--- src/rtl/alu_share_arbiter.sv ---
// -----------------------------------------------------------------------------
// alu_share_arbiter
//   Time-shares one combinational ALU between NUM_REQ requesters. A round-robin
//   grant is issued in IDLE. The winner's opcode and operands are latched onto
//   the ALU drive registers and the ALU runs for one full cycle (EXEC). Its
//   result and branch flag are then registered and held on a valid/ready
//   response port (RESP) together with the id of the owning requester. Only one
//   transaction is in flight at a time.
//
// Ports
//   clk, rst_n    clock; synchronous active-low reset
//   req_valid     per-requester request valid
//   req_ready     per-requester accept (one-hot or zero, IDLE only)
//   req_op/a/b    packed per-requester opcode / r0 / r1, requester i at slot i
//   alu_op/r0/r1  latched drive to the shared ALU
//   alu_o_data    ALU result input
//   alu_b_pcsrc   ALU branch flag input
//   rsp_valid     response valid
//   rsp_ready     response accept
//   rsp_id        requester index that owns the response
//   rsp_data      registered ALU result
//   rsp_branch    registered ALU branch flag
// -----------------------------------------------------------------------------
module alu_share_arbiter #(
    parameter  int NUM_REQ = 2,
    parameter  int DATA_W  = 8,
    parameter  int OP_W    = 7,
    localparam int ID_W    = $clog2(NUM_REQ)
) (
    input  logic                      clk,
    input  logic                      rst_n,
    input  logic [NUM_REQ-1:0]        req_valid,
    output logic [NUM_REQ-1:0]        req_ready,
    input  logic [NUM_REQ*OP_W-1:0]   req_op,
    input  logic [NUM_REQ*DATA_W-1:0] req_a,
    input  logic [NUM_REQ*DATA_W-1:0] req_b,
    output logic [OP_W-1:0]           alu_op,
    output logic [DATA_W-1:0]         alu_r0,
    output logic [DATA_W-1:0]         alu_r1,
    input  logic [DATA_W-1:0]         alu_o_data,
    input  logic                      alu_b_pcsrc,
    output logic                      rsp_valid,
    input  logic                      rsp_ready,
    output logic [ID_W-1:0]           rsp_id,
    output logic [DATA_W-1:0]         rsp_data,
    output logic                      rsp_branch
);

    typedef enum logic [1:0] {
        IDLE,
        EXEC,
        RESP
    } state_t;

    state_t          state;
    state_t          state_next;
    logic [ID_W-1:0] rr_ptr;
    logic [ID_W-1:0] grant;
    logic [ID_W-1:0] grant_next_ptr;
    logic [ID_W-1:0] probe;
    logic            found;
    logic            accept;

    // Round-robin search: start at rr_ptr and take the first valid requester,
    // wrapping modulo NUM_REQ (which need not be a power of two).
    // NOTE: every combinational output gets a default before any branch so no
    // path leaves it unassigned and no latch is inferred.
    always_comb begin
        found = 1'b0;
        grant = '0;
        probe = '0;
        for (int k = 0; k < NUM_REQ; k++) begin
            probe = ID_W'((int'(rr_ptr) + k) % NUM_REQ);
            if (!found && req_valid[probe]) begin
                found = 1'b1;
                grant = probe;
            end
        end
    end

    assign grant_next_ptr = (grant == ID_W'(NUM_REQ - 1)) ? '0 : grant + ID_W'(1);

    // Next-state and handshake outputs. req_ready is also gated by rst_n so
    // that nothing looks accepted on a reset edge.
    always_comb begin
        state_next = state;
        req_ready  = '0;
        accept     = 1'b0;
        unique case (state)
            IDLE: begin
                if (found) begin
                    accept           = 1'b1;
                    req_ready[grant] = rst_n;
                    state_next       = EXEC;
                end
            end
            EXEC: state_next = RESP;
            RESP: begin
                if (rsp_ready) begin
                    state_next = IDLE;
                end
            end
            default: state_next = IDLE;
        endcase
    end

    // NOTE: sequential state uses non-blocking assignments only; the reset
    // branch sits inside the clocked block because reset is synchronous.
    always_ff @(posedge clk) begin
        if (!rst_n) begin
            state <= IDLE;
        end else begin
            state <= state_next;
        end
    end

    // ALU drive registers change only at an accept edge; the response
    // registers capture the ALU output at the end of EXEC and hold in RESP.
    always_ff @(posedge clk) begin
        if (!rst_n) begin
            rr_ptr     <= '0;
            alu_op     <= '0;
            alu_r0     <= '0;
            alu_r1     <= '0;
            rsp_id     <= '0;
            rsp_data   <= '0;
            rsp_branch <= 1'b0;
        end else begin
            if (accept) begin
                alu_op <= req_op[int'(grant)*OP_W +: OP_W];
                alu_r0 <= req_a[int'(grant)*DATA_W +: DATA_W];
                alu_r1 <= req_b[int'(grant)*DATA_W +: DATA_W];
                rsp_id <= grant;
                rr_ptr <= grant_next_ptr;
            end
            if (state == EXEC) begin
                rsp_data   <= alu_o_data;
                rsp_branch <= alu_b_pcsrc;
            end
        end
    end

    assign rsp_valid = (state == RESP);

endmodule

--- config.mk ---
export PLATFORM = sky130hd
export DESIGN_NAME = alu_share_arbiter
export DESIGN_NICKNAME = d
export VERILOG_FILES = /design/src/rtl/alu_share_arbiter.sv
export SDC_FILE = /design/constraint.sdc
export NUM_CORES = 1
export LEC_CHECK = 0
export CORE_MARGIN = 2
export CORE_UTILIZATION = 33
export DETAILED_ROUTE_END_ITERATION = 12
export GPL_ROUTABILITY_DRIVEN = 1
export PLACE_DENSITY = 0.82
export SYNTH_ARGS = -nofsm -noshare
export SYNTH_HDL_FRONTEND = slang
export SYNTH_SLANG_ARGS = --single-unit
--- constraint.sdc ---
create_clock -name clk -period 1.2 [get_ports clk]
set_clock_uncertainty 0.1 [all_clocks]
set_input_delay 0.24 -clock clk [delete_from_list [all_inputs] [get_ports clk]]
set_output_delay 0.24 -clock clk [all_outputs]
set_load 0.01 [all_outputs]
Yosys cells after proc, flatten, opt, wreduce, memory -nomap -nowiden
Cells that the tools add are included.

Bitwise operators: 1. Shift-type cells: 3. Order comparisons: 4. Reductions and logical operators: 5. Add/subtract/negate cells: 2. Mux-type cells: 18. Equality and inequality tests: 4. Multipliers: 1.

Operators by type and width (count): $shiftx 16x5->8 (2); $shiftx 14x5->7 (1); $mux 1 (12); $mux 2 (4); $lt 1x2->1 const B (3); $pmux 2 s3 (1); $mul 1x3->4 const B (1); $add 1x1->1 const B (2); $and 2x2->2 (1); $eq 2x1->1 const B (1); $eq 2x2->1 const B (1); $logic_and 1x1->1 (2); $logic_not 2->1 (1); $ne 2x1->1 const B (1); $ne 2x2->1 const B (1); $reduce_and 2->1 (1); $demux 1 s1 (1); $ge 1x1->1 const B (1); $logic_not 1->1 (1).

Input port bits: 60. Logic and storage cells: 46. Bits in registers: 36. Output and inout bits: 36.

Depth between registers and ports, before layout
Gate-level depths: netlist of run 1.

Depth after elaboration: 13. Mapped depth: 5. Gate-level depth less buffers: 3.

Worst setup path after synthesis of run 1
No wires, ideal clock.

Path kind: flip-flop to output port. From: register state[0]. To: output req_ready[1]. Arrival: 1046 ps. Required time: 860 ps. Setup slack: -186 ps. Stages on the path, launching flop included: 5. Path buffers: 1. Cells stage by stage: dfxtp_1 -> nor3b_4 -> buf_6 -> nand2_1 -> nor2_1.

Word-level cells in the longest chain between the ends: 2.

Ends and longest elaborated chain: start: declaration (line 55) `state_t state;`; start signal: assignment (line 113) `state <= state_next;`; $logic_not 2->1 (line 89) `unique case (state)`; $mux 2 (line 89); end: declaration (line 33) `output logic [NUM_REQ-1:0] req_ready,`.

No other way between the ends.

Final worst setup path of run 1
From: register state[1]. To: output req_ready[1].

Same word-level chain as after synthesis.

==> results.ini, run 1 <==
[outcome]
status = complete, but fails checks
violations = setup timing

[routing]
post_drt_wl_per_cell_um = 15.1
drc = 0
wl_um = 5400
vias = 1903
drt_iter0_drc = 53
drtPass1Iterations = 4
vias_per_cell = 5.33
antenna_left = 0

[setup_path]
cp_max_fo = 3
slowest_delay_ns = 0.36
worst-path-buf-inv = 1
path_cells = nor3b_4, nand2_4, nor2_4, buf_6
start_kind = flip-flop
endpoint_kind = primary output
worst_ep_arrival_time_ns = 1.15
cp_top_family = simple AND/OR/NAND/NOR gates
slowest_stage = dfxtp_4
crit_required_ns = 0.86
critPathKind = flip-flop to primary output

[cells_and_area]
nFillCells = 449
drive_above_1_share_pct = 33.0
diodes = 0
syn2layout_area_growth_pct = 75.2
layout.nets = 362
final_util_pct = 59.4

[global_route]
grt_pass1_vias = 1886
grt-ovfl-total = 0
grt_max_degree = 29
grt.total_usage_pct = 20.0
grt_pass1_wl_um = 8470
antenna_found_initial = 0

[sta]
fin_tns_setup_ns = -5.85
drv_slew = 0
finalSetupViolations = 29
relSlewSlack_pct = 80.4
tightest_slew_ns = 0.294
post-route-worst-setup-slack_ns = -0.295
rsz0062_at_grt = yes
finalCriticalPeriod_ns = 1.49
finalCritPeriodShare_pct = 125
fmax_mhz = 669
hold_viol = 0

[clock_tree]
htree_levels = 2
path_clk_slew_ns = 0.07
cts_root_buf = clkbuf_8
numCtsBuffers = 5
clock_sinks = 36
holdBufCountCts = 0
cts_tree = yes
clockBufferDepth = 2
insertion_delay_ns = 0.28

[logic_synthesis]
async_flop_share_pct = 0
ys_seq_area_share_pct = 45.3
synth_edf_count = 0
synth.yosys.warnings = 0
netlist_area_um2 = 1590
yosys.cell_types.count = 22
netlist_instances = 196
synth_fp_nets = 256
ys_ff_latch = 36
synthFlopType = dfxtp_1
avgSynthCellArea_um2 = 8.12

[placement]
port_buffers = 95
gp_congestion = 0.779
dpl.hpwl_um = 3680

[die]
pin_count = 96
rows = 25
die_area_um2 = 5390
die_y_um = 73.4
fp.dieW_um = 73.4
start_util_pct = 33.9
coreArea_um2 = 4690

[pwr]
peakVddDrop_uv = 593
power.leakage_nw = 1.09
p_per_area_nw_per_um2 = 1150

[run]
maxCapViolations = 0

[min_path]
hp-class = flip-flop to flip-flop

## logic make-up after synthesis
family / count (synthesis) / share of synthesized area, %
buf+inv: 21 / 8.10
compound gates: 57 / 20.4
simple gates: 82 / 26.2
flops: 36 / 45.3
## area by class of cell
type | count | area (um2) | share of cell area [%]
Clock buffer | 8 | 90.1 | 3.23
Multi-Input combinational cell | 141 | 847 | 30.4
Tap cell | 54 | 67.6 | 2.42
Timing Repair Buffer | 117 | 1040 | 37.1
Inverter | 1 | 5.00 | 0.179
Sequential cell | 36 | 743 | 26.6
## worst reg2reg max path, stage by stage, from the launching register on
cell     delay, ns
dfxtp_4       0.36
buf_4         0.15
or2_4         0.28
buf_6         0.13
buf_6         0.12
o21ai_2       0.10
a31oi_1       0.07
## per-stage QoR
stage | cell area, um2 | hold slack [ns] | cells | total power [W] | worst slack, ns
after global placement | 2630 | 0.343 | 341 | 0.00228 | -0.877
final | 2790 | 0.354 | 357 | 0.00322 | -0.295
after floorplan | 1620 | 0.276 | 196 | 0.00181 | -0.119
after global routing | 2790 | 0.376 | 357 | 0.00339 | -0.344
after detailed placement | 2630 | 0.346 | 341 | 0.00230 | -0.905
after CTS | 2840 | 0.356 | 352 | 0.00324 | -0.323
## final timing paths
kind | from | end | slack (ns) | cells after the start
worst max register to register | state[0] | alu_op[6] | -0.25 | 6
worst max-delay path | state[1] | req_ready[1] | -0.29 | 4
worst min-delay path | rsp_data[4] | rsp_data[4] | 0.35 | 2
worst min register to register | rsp_data[4] | rsp_data[4] | 0.35 | 2
## cell usage in the layout (no fill, tap or decap), drive strengths merged
cell type	n
clkdlybuf4s50	56
nand3	42
dfxtp	36
buf	35
clkbuf	23
o21ai	21
nand2	20
a31oi	19
a21oi	12
nand4	8
clkdlybuf4s15	8
o211ai	4
nor2	4
dlygate4sd2	3
or2b	2
nand2b	2
nor2b	2
clkinv	1
a21boi	1
and2b	1
nor3b	1
or2	1
nor3	1
## flip-flops by register name, indices dropped and copies added, names as in the netlist
name and count:
alu_r0 8, rsp_data 8, rsp_branch 1, state 2
rr_ptr 1, alu_r1 8, rsp_id 1, alu_op 7
## synthesized netlist by cell type, types with 2 or more instances
master,count,share of area [%]
a21oi_1,12,3.8
a31oi_1,19,7.5
buf_2,10,3.1
buf_6,5,3.5
clkbuf_1,5,1.2
dfxtp_1,36,45
nand2_1,20,4.7
nand2b_1,2,0.79
nand3_1,42,13
nand4_1,8,3.1
nor2_1,3,0.71
o211ai_1,4,1.9
o21ai_0,21,6.6
## power by group
part / switching (W) / leakage [nW] / internal, W
Combinational: 0.000460 / 0.741 / 0.000517
Clock: 0.000401 / 0.0455 / 0.000468
Sequential: 0.0000633 / 0.301 / 0.00131
Total: 0.000924 / 1.09 / 0.00229
## timing repair
| item | CTS | global route |
|---|---|---|
| pin swaps | 8 | 7 |
| resized for setup | 128 | 41 |
| gates cloned | 2 | 2 |
| setup buffers | 1 | 4 |
| endpoints found under the setup margin | 71 | 67 |
## layer usage
metal | wire (um) | GRT usage, %
met5 | 0 | 0
met4 | 31 | 4.85
met3 | 375 | 5.76
met2 | 2910 | 37.6
met1 | 2090 | 21.8
Power figures use the tool's default switching activity.
==> inputs of run 2 (changes only) <==
Settings changed: SLEW_MARGIN from default to 20.
==> results of run 2 <==
No change in the layout: final DEF, timing and power equal those of run 1.
